--- config.mk ---
export PLATFORM = sky130hd
export DESIGN_NAME = alu_8_sequencer
export DESIGN_NICKNAME = d
export VERILOG_FILES = /design/src/rtl/alu_8_sequencer.sv
export SDC_FILE = /design/constraint.sdc
export NUM_CORES = 1
export LEC_CHECK = 0
export BUFFER_PORTS_ARGS = -buffer_cell sky130_fd_sc_hd__buf_2
export CORE_ASPECT_RATIO = 1.75
export CORE_UTILIZATION = 51
export DETAILED_ROUTE_END_ITERATION = 10
export PLACE_DENSITY = 0.71
export REMOVE_ABC_BUFFERS = 1
export SYNTH_ARGS = -nofsm -noshare
export SYNTH_HDL_FRONTEND = slang
export SYNTH_SLANG_ARGS = --single-unit
--- constraint.sdc ---
create_clock -name clk -period 2.4 [get_ports clk]
set_input_delay 0.24 -clock clk [delete_from_list [all_inputs] [get_ports clk]]
set_output_delay 0.24 -clock clk [all_outputs]
set_load 0.02 [all_outputs]
--- src/rtl/alu_8_sequencer.sv ---
// alu_8_sequencer: command FIFO feeding the 8-bit ALU, with registered result capture and divide-by-zero guard
module alu_8_sequencer #(
    parameter int DEPTH  = 4,
    parameter int ADDR_W = 2
) (
    input  logic       clk,
    input  logic       rst_n,
    input  logic       cmd_valid,
    output logic       cmd_ready,
    input  logic [3:0] cmd_op,
    input  logic [7:0] cmd_a,
    input  logic [7:0] cmd_b,
    output logic [3:0] alu_op,
    output logic [7:0] alu_a,
    output logic [7:0] alu_b,
    input  logic [8:0] alu_res,
    input  logic       alu_carry,
    input  logic       alu_zero,
    output logic       res_valid,
    input  logic       res_ready,
    output logic [8:0] res,
    output logic       res_carry,
    output logic       res_zero,
    output logic       div_err
);
    typedef enum logic [1:0] {IDLE, DRIVE, RESP} state_t;
    state_t state, state_nxt;
    logic [3:0] q_op [DEPTH];
    logic [7:0] q_a [DEPTH];
    logic [7:0] q_b [DEPTH];
    logic [ADDR_W-1:0] wr_ptr, rd_ptr;
    logic [ADDR_W:0] count;
    logic push, pop, cap, div0;
    assign cmd_ready = rst_n && (count < (ADDR_W+1)'(DEPTH));
    assign push = cmd_valid && cmd_ready;
    assign div0 = alu_op == 4'd3 && alu_b == 8'd0;
    always_ff @(posedge clk) begin
        if (!rst_n) state <= IDLE;
        else        state <= state_nxt;
    end
    always_comb begin
        state_nxt = state == IDLE  ? (count != 0 ? DRIVE : IDLE) :
                    state == DRIVE ? RESP :
                    res_ready      ? (count != 0 ? DRIVE : IDLE) : RESP;
    end
    // pop uses the pre-edge count, so a command pushed this cycle is never bypassed
    always_comb begin
        pop = count != 0 && (state == IDLE || (state == RESP && res_ready));
        cap = state == DRIVE;
    end
    always_ff @(posedge clk) begin
        if (push) begin
            q_op[wr_ptr] <= cmd_op;
            q_a[wr_ptr]  <= cmd_a;
            q_b[wr_ptr]  <= cmd_b;
        end
    end
    always_ff @(posedge clk) begin
        if (!rst_n) begin
            wr_ptr <= '0;
            rd_ptr <= '0;
            count  <= '0;
        end else begin
            if (push) wr_ptr <= wr_ptr + ADDR_W'(1);
            if (pop)  rd_ptr <= rd_ptr + ADDR_W'(1);
            count <= count + (ADDR_W+1)'(push) - (ADDR_W+1)'(pop);
        end
    end
    always_ff @(posedge clk) begin
        if (!rst_n) begin
            alu_op    <= '0;
            alu_a     <= '0;
            alu_b     <= '0;
            res       <= '0;
            res_carry <= 1'b0;
            res_zero  <= 1'b0;
            div_err   <= 1'b0;
            res_valid <= 1'b0;
        end else begin
            if (pop) begin
                alu_op <= q_op[rd_ptr];
                alu_a  <= q_a[rd_ptr];
                alu_b  <= q_b[rd_ptr];
            end
            if (cap) begin
                res       <= div0 ? 9'd0 : alu_res;
                res_carry <= div0 ? 1'b0 : alu_carry;
                res_zero  <= div0 ? 1'b1 : alu_zero;
                div_err   <= div0;
            end
            res_valid <= cap || (res_valid && !res_ready);
        end
    end
endmodule

==> results <==
- The flow ran to the end, and the final reports show no timing, DRC or antenna violations.
- The number of library cell types mapped by synthesis is 35.
- For this run, the leading register cell type out of synthesis is sky130_fd_sc_hd__edfxtp_1.
- Setup repair after global routing left no endpoint under its margin.
- For the pin with the worst max-slew slack, the measured transition is 0.579 ns.
- The count of cells along the worst hold path is 1.
- Routability-driven placement finished with a final weighted congestion of 0.711.
- The met1 usage is 0.213.
- For the worst setup path, the data required time is 2.70 ns.
- CTS built an H-tree with a depth of 4.
- The via count of the first global-routing pass is 2533.
- Summed over all cells, the static leakage comes to 2.16 nW.
- Of the total synthesized cell area, the portion taken by XOR and XNOR cells is 0.00568.
- The share of total power dissipated in the clock network is 0.376.
- The initial antenna violation count is 0.
- The biggest fanout along the worst timing path is 6.
- The total overflow left after global routing is 0.
- In this run, synthesis inferred 80 flip-flops with an integrated enable.
- The category of the worst setup path launch point is a flop.
- For the finished layout, the period the worst path requires is 2.18 ns.
- The clock tree from TritonCTS is yes.
- A synthesized cell averages 17.6 um2.
- The maximum clock insertion buffer count is 2.
- The met2 demand-to-capacity share in global routing is 0.328.
- The post-detailed-route wirelength per cell is 16.8 um.
- In this run, the number of DRC markers left after iteration 0 of detailed routing was 97.
- For this design the ratio of total power to cell area is 1240 nW/um2.
- Measured on the finished design, the core utilization comes to 0.660.
- The tree is rooted in a sky130_fd_sc_hd__clkbuf_16.
- The hold violation total from the final report is 0.
- Detailed placement ended at an HPWL of 4850 um.
- The number of vias after detailed routing is 2536.
- The post-synthesis simple-gate area fraction is 0.0623.
- The filler cells instantiated in the layout total 587.
- In this run the horizontal extent of the chip is 74.0 um.
- The diode insertion count for antenna repair is 0.
- The number of nets at the end of the flow is 390.
- Of the total power, the share spent switching nets is 0.285.
- Buffers inserted during clock tree synthesis total 17.
- Of the post-synthesis cell area, the dominant cell type holds 0.520.
- The internal power is 0.00509 W.
- Measured against the total synthesized area, the mux share comes to 0.112.
- The detail route stage leaves a number of antenna-violating nets equal to 0.
- The worst setup path is of the flop to flop kind.
- VDD sags by at most 608 uV.
- The worst hold slack is 0.0461 ns.
- The signal arrival time at the worst endpoint is 2.48 ns.
- Of the cells placed in the final design, the portion with a size suffix greater than 1 is 0.343.
- After synthesis, the share of flip-flops with an asynchronous set or reset is 0.
- By area, the combinational part of the netlist is dominated by multiplexers.
- The biggest area contributor in the post-synthesis netlist is sky130_fd_sc_hd__edfxtp_1.
- The highest-utilization routing layer at the global route stage is met2.
- The standard cell core area is 8730 um2.
- The effective utilization at floorplan is 0.530.
- The number of search-and-repair iterations in the first detailed-routing pass is 4.
- The all-layer global routing usage is 0.193.
- The first-pass GRT wire length is 12800 um.
- The worst-case headroom to the max-slew limit is 0.613.
- Row generation in the floorplan step produced 45 rows.
- By area the synthesized netlist is led by sky130_fd_sc_hd__edfxtp_1 52%, sky130_fd_sc_hd__dfxtp_1 18%, sky130_fd_sc_hd__mux4_1 8.5%.
- The clock-pin slew of the registers on the worst-case setup and hold paths is 0.05 ns.
- The via density per instance is 5.31.
- The die span in y is 128 um.
- Synthesis produced 263 cells.
- The net switching power figure is 0.00203 W.
- Of the total synthesized cell area, the portion taken by full adders, half adders and majority gates is 0.0206.
- The number of max-capacitance violations reported is 0.
- The later pin in the worst-skew pair is clocked with a latency of 0.41 ns.
- The met3 routing resource usage after global routing is 0.0653.
- The count of pins over their slew limit was 0.
- The kind of end point of the critical path is a flop.
- The share of the Yosys chip area taken by registers is 0.702.
- Clock skew on the completed layout was measured at 0.00989 ns.
- The share of total power dissipated in sequential elements is 0.388.
- After detailed routing, the number of remaining DRC violations is 0.
- The number of failing setup endpoints in the final timing report is 0.
- The top-level I/O count is 69.
- The maximum number of pins on one net before global-route repair is 29.
- The Yosys step of the flow raised 0 warnings.
- From synthesis to final layout, the design area changed by 24.6%.
- The count of input and output buffers is 68.
- The total wire length after detailed routing is 8050 um.
- The flip-flop and latch count after synthesis is 122.
- The overall power is 0.00712 W.
- The compound-gate portion of the synthesized area is 0.0734.
- The cell area after technology mapping is 4620 um2.
- The maximum clock frequency is 458 MHz.
- The worst reg2reg path depth is 9.
- The post-route fraction of the period consumed by the critical path is 0.909.
- The full die area is 9460 um2.
- The tightest min-delay check is of the primary input to flop type.
- The number of sinks on the clock net is 122.
- The combinational share of power is 0.236.
==> what timing repair did <==
action,CTS,global route
gates resized for setup,0,1
setup buffers,0,0
endpoints found under the setup margin,0,1
hold buffers,0,0
==> routing by layer <==
layer,vias up,part of all wire
li1,1210,-
met1,1246,0.41
met2,78,0.54
met3,2,0.049
met4,0,0.0061
met5,-,0
==> cells in the mapped netlist (4+ instances only) <==
cell	count
sky130_fd_sc_hd__nor2_1	4
sky130_fd_sc_hd__a22o_1	10
sky130_fd_sc_hd__buf_2	4
sky130_fd_sc_hd__dfxtp_1	42
sky130_fd_sc_hd__o2bb2ai_1	20
sky130_fd_sc_hd__clkbuf_1	5
sky130_fd_sc_hd__edfxtp_1	80
sky130_fd_sc_hd__and2_1	7
sky130_fd_sc_hd__ha_1	6
sky130_fd_sc_hd__mux4_1	15
sky130_fd_sc_hd__a21oi_1	5
sky130_fd_sc_hd__mux4_2	5
sky130_fd_sc_hd__nand2_1	22
sky130_fd_sc_hd__inv_1	6
==> cell usage in the layout (no fill, tap or decap), types with 2 or more instances in the layout <==
cell / instances
sky130_fd_sc_hd__nand2_1: 22
sky130_fd_sc_hd__clkinvlp_4: 3
sky130_fd_sc_hd__bufinv_16: 4
sky130_fd_sc_hd__nor4b_2: 2
sky130_fd_sc_hd__buf_2: 68
sky130_fd_sc_hd__a22o_1: 10
sky130_fd_sc_hd__a21oi_1: 5
sky130_fd_sc_hd__ha_1: 6
sky130_fd_sc_hd__nand2b_1: 3
sky130_fd_sc_hd__clkbuf_8: 3
sky130_fd_sc_hd__mux4_2: 5
sky130_fd_sc_hd__inv_1: 6
sky130_fd_sc_hd__buf_4: 11
sky130_fd_sc_hd__nor2_1: 4
sky130_fd_sc_hd__xnor2_1: 3
sky130_fd_sc_hd__clkinv_2: 3
sky130_fd_sc_hd__mux4_1: 15
sky130_fd_sc_hd__o2bb2ai_1: 20
sky130_fd_sc_hd__and2_1: 7
sky130_fd_sc_hd__clkbuf_16: 17
sky130_fd_sc_hd__dfxtp_1: 42
sky130_fd_sc_hd__edfxtp_1: 80
sky130_fd_sc_hd__o31ai_1: 2
sky130_fd_sc_hd__nor2b_1: 2
sky130_fd_sc_hd__o21ai_0: 2
==> final cells by class <==
type / instances / area [um2] / share of cell area
Clock buffer: 20 / 467 / 0.0810
Clock inverter: 12 / 170 / 0.0295
Inverter: 7 / 26.3 / 0.00456
Multi-Input combinational cell: 121 / 1280 / 0.223
Sequential cell: 122 / 3240 / 0.563
Tap cell: 117 / 146 / 0.0254
Timing Repair Buffer: 79 / 423 / 0.0734
==> sequential cells by signal, indices dropped and copies added (netlist names), 3 cells and up <==
| signal | count |
|---|---|
| res | 9 |
| q_b | 32 |
| count | 3 |
| alu_op | 4 |
| alu_b | 8 |
| q_op | 16 |
| q_a | 32 |
| alu_a | 8 |
==> through the flow <==
step	area, um2	instances	TNS, ns	setup slack [ns]
final	5760	478	0	0.217
after global routing	5760	478	0	0.0597
after CTS	5750	478	0	0.0876
after detailed placement	5120	446	0	0.114
after global placement	5120	446	0	0.188
after floorplan	4530	250	-1.15	-0.543
==> cell families after synthesis <==
kind of cell | Yosys count
AO/OA/AOI/OAI | 40
XOR/XNOR | 3
AND/OR/NAND/NOR | 50
multiplexers | 21
adder cells (fa/ha/maj) | 7
flip-flops | 122
buffers and inverters | 20
==> critical path: stages (launching register included) <==
cell	delay [ns]
sky130_fd_sc_hd__dfxtp_1	0.33
sky130_fd_sc_hd__nor3_4	0.34
sky130_fd_sc_hd__nor3_2	0.10
sky130_fd_sc_hd__ha_1	0.28
sky130_fd_sc_hd__inv_1	0.04
sky130_fd_sc_hd__ha_1	0.19
sky130_fd_sc_hd__fa_1	0.39
sky130_fd_sc_hd__xnor2_1	0.15
sky130_fd_sc_hd__xnor2_1	0.12
sky130_fd_sc_hd__and2_1	0.15
==> worst paths after layout <==
path                                start          to  slack [ns]
worst max-delay path             count[1]    count[2]        0.22
worst min-delay path            cmd_op[0]  q_op[2][0]        0.05
worst max register to register   count[1]    count[2]        0.22
worst min register to register   alu_a[1]    alu_a[1]        0.46
==> power groups by stage <==
stage	Sequential (W)	Clock [W]	Combinational [W]
floorplan	0.00309	0	0.000810
global placement	0.00278	0	0.00168
detailed placement	0.00280	0	0.00171
CTS	0.00276	0.00273	0.00171
global route	0.00280	0.00282	0.00183
finish	0.00276	0.00268	0.00168
No activity file was read; power rests on OpenSTA's default activity.
